<file path="src/rtl/axis_bdim_pattern_source.sv">
// rtl/axis_bdim_pattern_source.sv - AXI-Stream source emitting NUM_BLOCKS blocks of BDIM patterned beats
// Patterns: constant, incrementing, LFSR or block index; tlast closes every block.
module axis_bdim_pattern_source #(
  parameter int DATA_WIDTH = 8,
  parameter int BDIM       = 8,
  parameter int NUM_BLOCKS = 4
) (
  input  logic                  ap_clk,
  input  logic                  ap_rst_n,
  input  logic                  start,
  input  logic [1:0]            cfg_mode,
  input  logic [DATA_WIDTH-1:0] cfg_seed,
  output logic                  busy,
  output logic                  done,
  output logic [DATA_WIDTH-1:0] m_axis_output0_tdata,
  output logic                  m_axis_output0_tvalid,
  input  logic                  m_axis_output0_tready,
  output logic                  m_axis_output0_tlast
);

  localparam int EW = (BDIM > 1) ? $clog2(BDIM) : 1;
  localparam int BW = (NUM_BLOCKS > 1) ? $clog2(NUM_BLOCKS) : 1;
  localparam int XW = (BW > DATA_WIDTH) ? BW : DATA_WIDTH;
  localparam logic [EW-1:0] ELEM_LAST = EW'(BDIM - 1);
  localparam logic [BW-1:0] BLK_LAST  = BW'(NUM_BLOCKS - 1);

  typedef enum logic [1:0] {S_IDLE, S_RUN, S_DONE} state_t;

  state_t          state;
  logic [1:0]      mode_q;
  logic [EW-1:0]   elem_cnt;
  logic [BW-1:0]   blk_cnt;

  logic                  elem_wrap;
  logic                  final_beat;
  logic [EW-1:0]         elem_nxt;
  logic [BW-1:0]         blk_nxt;
  logic [DATA_WIDTH-1:0] data_nxt;
  logic [DATA_WIDTH-1:0] seed_init;

  // Block index is zero-extended or truncated to the data width.
  function automatic logic [DATA_WIDTH-1:0] blk_to_data(input logic [BW-1:0] b);
    logic [XW-1:0] x;
    x = XW'(b);
    return x[DATA_WIDTH-1:0];
  endfunction

  always_comb begin
    elem_wrap  = (elem_cnt == ELEM_LAST);
    final_beat = elem_wrap && (blk_cnt == BLK_LAST);
    elem_nxt   = elem_wrap ? '0 : elem_cnt + EW'(1);
    blk_nxt    = elem_wrap ? blk_cnt + BW'(1) : blk_cnt;
    case (mode_q)
      2'd0:    data_nxt = m_axis_output0_tdata;
      2'd1:    data_nxt = m_axis_output0_tdata + DATA_WIDTH'(1);
      2'd2:    data_nxt = {m_axis_output0_tdata[DATA_WIDTH-2:0],
                           m_axis_output0_tdata[DATA_WIDTH-1] ^ m_axis_output0_tdata[DATA_WIDTH-2]};
      default: data_nxt = blk_to_data(blk_nxt);
    endcase
  end

  // A zero seed would lock the LFSR, so it is replaced by 1.
  always_comb begin
    case (cfg_mode)
      2'd2:    seed_init = (cfg_seed == '0) ? DATA_WIDTH'(1) : cfg_seed;
      2'd3:    seed_init = '0;
      default: seed_init = cfg_seed;
    endcase
  end

  always_ff @(posedge ap_clk or negedge ap_rst_n) begin
    if (!ap_rst_n) begin
      state                 <= S_IDLE;
      mode_q                <= '0;
      elem_cnt              <= '0;
      blk_cnt               <= '0;
      busy                  <= 1'b0;
      done                  <= 1'b0;
      m_axis_output0_tdata  <= '0;
      m_axis_output0_tvalid <= 1'b0;
      m_axis_output0_tlast  <= 1'b0;
    end else begin
      case (state)
        S_IDLE: begin
          done <= 1'b0;
          if (start) begin
            mode_q                <= cfg_mode;
            m_axis_output0_tdata  <= seed_init;
            elem_cnt              <= '0;
            blk_cnt               <= '0;
            m_axis_output0_tvalid <= 1'b1;
            m_axis_output0_tlast  <= (BDIM == 1);
            busy                  <= 1'b1;
            state                 <= S_RUN;
          end
        end
        S_RUN: begin
          if (m_axis_output0_tvalid && m_axis_output0_tready) begin
            if (final_beat) begin
              m_axis_output0_tvalid <= 1'b0;
              m_axis_output0_tlast  <= 1'b0;
              busy                  <= 1'b0;
              done                  <= 1'b1;
              state                 <= S_DONE;
            end else begin
              elem_cnt             <= elem_nxt;
              blk_cnt              <= blk_nxt;
              m_axis_output0_tdata <= data_nxt;
              m_axis_output0_tlast <= (elem_nxt == ELEM_LAST);
            end
          end
        end
        S_DONE: begin
          done  <= 1'b0;
          state <= S_IDLE;
        end
        default: state <= S_IDLE;
      endcase
    end
  end

endmodule
</file>
<file path="config.mk">
export PLATFORM = sky130hd
export DESIGN_NAME = axis_bdim_pattern_source
export DESIGN_NICKNAME = d
export VERILOG_FILES = /design/src/rtl/axis_bdim_pattern_source.sv
export SDC_FILE = /design/constraint.sdc
export NUM_CORES = 1
export LEC_CHECK = 0
export BUFFER_PORTS_ARGS = -buffer_cell sky130_fd_sc_hd__buf_2
export CORE_MARGIN = 2
export CORE_UTILIZATION = 40
export CTS_CLUSTER_SIZE = 10
export DETAILED_ROUTE_END_ITERATION = 8
export PLACE_DENSITY = 0.57
export SYNTH_ARGS = -nofsm -noshare
export SYNTH_HDL_FRONTEND = slang
export SYNTH_SLANG_ARGS = --single-unit
</file>
<file path="constraint.sdc">
create_clock -name ap_clk -period 4.66 [get_ports ap_clk]
set_input_delay 0.233 -clock ap_clk [delete_from_list [all_inputs] [get_ports ap_clk]]
set_output_delay 0.233 -clock ap_clk [all_outputs]
set_load 0.03 [all_outputs]
</file>
Yosys cells after proc, flatten, opt, wreduce, memory -nomap -nowiden:

Index checks and enable logic that the tools add are counted.

* bits in registers: 20
* input bits: 14
* word-level logic and storage cells: 73
* output and inout port bits: 12

* eq/ne operators: 14
* reduce and logical (&&, ||, !) cells: 15
* add/sub/neg operators: 3
* bitwise gates (word level): 1
* mux-type cells: 32

Operator list (number)
* 8-bit 2-to-1 mux: 4
* 8-bit one-hot mux with 2 select lines: 2
* 8-bit one-hot mux with 3 select lines: 1
* 2-bit 2-to-1 mux: 7
* 3-bit 2-to-1 mux: 4
* 2-bit equality test, second input constant: 5
* 2-bit inequality test, second input constant: 5
* 3-bit AND reduction: 3
* 8-bit by 1-bit adder with 8-bit output, second input constant: 1
* 8-bit zero test: 1
* 1-bit 2-to-1 mux: 8
* 2-bit one-hot mux with 2 select lines: 2
* 4-bit AND reduction: 2
* 3-bit equality test, second input constant: 2
* 1-bit one-hot mux with 2 select lines: 3
* 3-bit one-hot mux with 2 select lines: 1
* 5-bit AND reduction: 1
* 2-bit by 1-bit equality test with 1-bit output, second input constant: 2
* 2-bit zero test: 2
* 2-bit nonzero test: 2
* 3-bit by 1-bit adder with 3-bit output, second input constant: 1
* 2-bit by 1-bit adder with 2-bit output, second input constant: 1
* 1-bit logical AND: 2
* 2-bit AND reduction: 1
* 2 further kinds: 2

Depth between registers and ports, before layout:

* word-level depth: 6
* gate-level depth with buffers: 7

Least setup slack after synthesis:

No wires, ideal clock.

* path kind: register -> register
* start point: register elem_cnt[0]
* end point: register blk_cnt[1]
* path buffers: 1
* arrival time: 1.679 ns
* setup time: 0.132 ns
* clock period less this slack: 1.810 ns
* slack: 2.850 ns
* data required time: 4.528 ns
* cell stages (with the launch flop): 8
* cells stage by stage: dfrtp_1 ha_1 ha_1 clkbuf_1 and3_1 a211o_1 nor2_1 o32ai_1

* longest elaborated chain between the ends: 5

RTL lines
* from (decl): line 31 `logic [EW-1:0] elem_cnt;`
* from (signal assigned): line 106 `elem_cnt <= elem_nxt;`
* 3-bit equality test *: line 49 `elem_wrap = (elem_cnt == ELEM_LAST);`
* 2-bit 2-to-1 mux: line 52 `blk_nxt = elem_wrap ? blk_cnt + BW'(1) : blk_cnt;`
* 2-bit 2-to-1 mux: line 99 `if (final_beat) begin`
* 2-bit 2-to-1 mux: line 98 `if (m_axis_output0_tvalid && m_axis_output0_tready) begin`
* 2-bit one-hot mux with 2 select lines: line 83 `case (state)`
* to (signal assigned): line 107 `blk_cnt <= blk_nxt;`
* to (decl): line 32 `logic [BW-1:0] blk_cnt;`

Mark *: on every way between the ends. The rest lies on a longest branch, timed or not. The select of a mux whose other input is x is not followed.
A chain may end at the register's enable or synchronous reset.

Worst setup path in the final report:

* start point: register elem_cnt[0]
* end point: register m_axis_output0_tdata[4]

* longest elaborated chain between the ends: 4

RTL lines
* 3-bit equality test: line 49
* 1-bit logical AND: line 50 `final_beat = elem_wrap && (blk_cnt == BLK_LAST);`
* 2-bit inequality test (no source line)
* 5-bit AND reduction (no source line)
* to (signal assigned): line 88 `m_axis_output0_tdata <= seed_init;`
* to (signal assigned): line 108 `m_axis_output0_tdata <= data_nxt;`
* to (decl): line 15 `output logic [DATA_WIDTH-1:0] m_axis_output0_tdata,`

Every way passes these cells.

==> results.md <==
- The x dimension of the die is between 60 and 70 microns.
- Counting along the longest clock path gives a buffer depth of 2.
- The remaining max-slew budget at the tightest pin is 56.6%.
- The setup path with the least slack is of type reg2reg.
- The clock root buffer master is sky130_fd_sc_hd__clkbuf_4.
- The maximum frequency from static timing analysis is 427 MHz.
- Counting every net in the synthesized netlist gives about 180.
- The clock net in this run drives a total of 20 sinks.
- Clock-pin slew was measured on the worst setup and hold paths at roughly 0.11 ns.
- For this run, the total global-route usage over all layers was measured as ~17%.
- The first global-routing pass estimated ~5.5 mm of wire.
- The internal cell power is around 430 uW.
- By area the synthesized netlist is led by sky130_fd_sc_hd__dfrtp_1 (36%), sky130_fd_sc_hd__ha_1 (7.2%), sky130_fd_sc_hd__nand2_1 (4.6%), sky130_fd_sc_hd__buf_6 (4.1%), sky130_fd_sc_hd__o21ai_0 (4.0%).
- In the synthesized netlist the dominant register cell turns out to be sky130_fd_sc_hd__dfrtp_1.
- The maximum vdd drop is 218 uV.
- After synthesis, the share of flip-flops with an asynchronous set or reset is 100%.
- The initial detailed-routing violation count is approximately 110.
- Setup repair after global routing left no endpoint under its margin.
- 0 antenna diodes ended up in the layout.
- The summed instance area of the synthesized netlist is 1390 sq um.
- The effective utilization at floorplan is between 40% and 50%.
- The via density per instance is roughly 5.5.
- The fraction of the yosys area taken by sequential cells is a little over a third.
- The synthesized design devotes to its leading area cell type about 36% of total area.
- The number of global-route vias before repair is approximately 1200.
- Max-cap violations in this run came to 0.
- The slew at the pin closest to its max-slew limit is approximately 0.65 ns.
- The sequential power share is between 30% and 40%.
- The clock network accounts for about a tenth of the total power.
- In this run, synthesis inferred 0 flip-flops with an integrated enable.
- The leakage power summed over all cells is between 0.0007 and 0.0008 uW.
- The per-instance average area after synthesis is 9.08 sq um.
- The first detailed-routing pass took 4 iterations.
- The number of buffers created by CTS is 3.
- Cells with a size suffix above 1 make up between 20% and 30% of the layout.
- Entering global routing, the biggest net connects 21 pins.
- In this run the power density over the cells is about 530 nW/um^2.
- The class of the tightest hold or removal check is in2reg.
- The most common cell in the netlist is sky130_fd_sc_hd__dfrtp_1.
- The required time reported for the critical path endpoint is just under 5 ns.
- The area of placed instances is approximately 1500 sq um.
- The total overflow left after global routing is 0.
- The worst setup path is captured at a register.
- Prior to clock tree synthesis, the placed netlist has a worst setup slack of roughly 2.4 ns.
- Data on the critical path arrives at its endpoint at 2.54 ns.
- The number of nets with antenna violations after detailed routing is 0.
- Net switching is a little under half of the power.
- In this run the core area contains 21 standard-cell rows.
- The largest total area in the synthesized netlist belongs to sky130_fd_sc_hd__dfrtp_1.
- In this run the number of H-tree levels came out at 1.
- The final weighted congestion in routability-driven placement is between 0.7 and 0.8.
- Wire segments on met3 add up to about 110 microns in the final route.
- For this design the total switching power over the nets is around 390 uW.
- The core area is 3340 sq um.
- The vertical extent of the die is ~63 microns.
- The count of mapped cells out of synthesis is about 150.
- The final layout contains routed wiring with a total length of around 3.2 mm.
- From synthesis to final layout, the design area changed by 10.3%.
- Gates resized during post-CTS repair numbered 0.
- In the routed design, unresolved DRC markers number 0.
- The final-stage net count is a little under 200.
- Summing over every cut layer, the via total after detailed routing is about 1200.
- The later pin in the worst-skew pair is clocked with a latency of around 0.3 ns.
- By count the netlist is led by sky130_fd_sc_hd__dfrtp_1 (20), sky130_fd_sc_hd__nand2_1 (17), sky130_fd_sc_hd__inv_1 (12), sky130_fd_sc_hd__nor2_1 (12), sky130_fd_sc_hd__o21ai_0 (11).
- The highest routed metal layer is met4.
- After synthesis the netlist holds a flip-flop and latch count of 20.
- During I/O placement, the number of pins put on the boundary was 26.
- In this run, distinct cell masters in the synthesized netlist total 50.
- The smallest setup slack after layout is 2.32 ns.
- In this run the worst path has a maximum fanout of 16.
- The post-route clock period utilization is a little over 50%.
- Hold timing on the final database bottoms out at a slack of roughly 0.18 ns.
- The routed length on met2 is 1.61 mm.
- The summed negative setup slack over all endpoints is 0 ns.
- The met1 wire length is roughly 1.4 mm.
- Clock skew on the completed layout was measured at approximately 0.0059 ns.
- The number of antenna violations at the first check in global routing is 0.
- The final cell area excluding filler cells is 1530 sq um.
- The detailed placement HPWL is between 2 and 2.5 mm.
- The die area is approximately 4000 sq um.
- The number of failing hold endpoints at the final stage is 0.
- The post-route minimum period is between 2 and 2.5 ns.
- Setup violations remaining at the end of the flow were counted as 0.
- The number of input and output port buffers inserted is 25.
- The TritonCTS clock tree is yes.
- The routed length per placed instance is approximately 15 microns.
- For this run, the number of Yosys warnings is 0.
- The final number of max-transition violations is 0.
- The run finished with clean final reports.
- Of the total power, combinational logic draws between 50% and 60%.
- The type of element launching the critical path is a register.
cell type report:
class | instances | area, sq um
Clock buffer | 3 | 22.5
Fill cell | 359 | 1810
Inverter | 12 | 45.0
Multi-Input combinational cell | 113 | 771
Sequential cell | 20 | 500
Tap cell | 46 | 57.6
Timing Repair Buffer | 26 | 135
layout by cell type, fill, tap and decap left out, types with 8 or more instances in the layout:
cell type and count:
sky130_fd_sc_hd__nand2_1 17, sky130_fd_sc_hd__o21ai_0 11, sky130_fd_sc_hd__buf_2 25, sky130_fd_sc_hd__a21oi_1 9, sky130_fd_sc_hd__dfrtp_1 20, sky130_fd_sc_hd__ha_1 8
sky130_fd_sc_hd__inv_1 12, sky130_fd_sc_hd__nor2_1 12
metrics by stage:
stage	instances	util (%)	total power [uW]
final	220	45.9	817
after global routing	220	45.9	891
after floorplan	153	-	634
after CTS	220	45.9	821
after detailed placement	216	44.9	737
after global placement	216	44.9	723
critical path, stage by stage, from the launching register on:
cell and delay, ns:
sky130_fd_sc_hd__dfrtp_1 0.43, sky130_fd_sc_hd__ha_1 0.21, sky130_fd_sc_hd__ha_1 0.30, sky130_fd_sc_hd__a21o_1 0.25, sky130_fd_sc_hd__a221oi_4 0.58, sky130_fd_sc_hd__o21ai_0 0.20
sky130_fd_sc_hd__a22o_1 0.27
worst paths after layout:
check	start	end	slack, ns	depth (start not counted)
min reg2reg	done	done	0.49	1
max reg2reg	elem_cnt[0]	m_axis_output0_tdata[4]	2.32	6
max in group asynchronous	ap_rst_n	m_axis_output0_tdata[5]	3.93	2
max	elem_cnt[0]	m_axis_output0_tdata[4]	2.32	6
min	cfg_seed[7]	m_axis_output0_tdata[7]	0.18	3
min in group asynchronous	ap_rst_n	elem_cnt[0]	0.40	2
what timing repair did:
action	in CTS	in global routing
buffers inserted	0	0
hold endpoints to repair	20	0
setup endpoints to repair	0	0
hold buffers	1	0
power by group through the flow:
stage	combinational (uW)	clock, uW	sequential (uW)
2_1_floorplan	275	0	359
3_3_place_gp	414	0	309
3_5_place_dp	421	0	316
4_1_cts	424	85.5	312
5_1_grt	469	95.1	327
6_report	422	82.7	312
cell families (layout without fill, tap and decap cells):
kind of cell               after synthesis  count (layout)  synth area share, %
and+or+nand+nor                         53              53                 20.5
AOI/OAI and AO/OA                       48              48                 25.1
DFF                                     20              20                 36.0
buffers and inverters                   20              41                 8.47
adders and majority gates                8               8                 7.21
xor gates and xnor gates                 3               3                 1.89
muxes                                    1               1                0.811
routing by layer:
| layer | track usage [%] | vias up |
|---|---|---|
| li1 | - | 603 |
| met1 | 21.0 | 578 |
| met2 | 30.6 | 30 |
| met3 | 2.52 | 7 |
| met4 | 6.39 | 0 |
| met5 | 0 | - |
flip-flops by register name (all words and copies together), names as in the netlist:
register and count:
m_axis_output0_tvalid 1, elem_cnt 3, m_axis_output0_tdata 8, m_axis_output0_tlast 1, done 1, mode_q 2
blk_cnt 2, state 2
(Power assumes the default switching activity.)
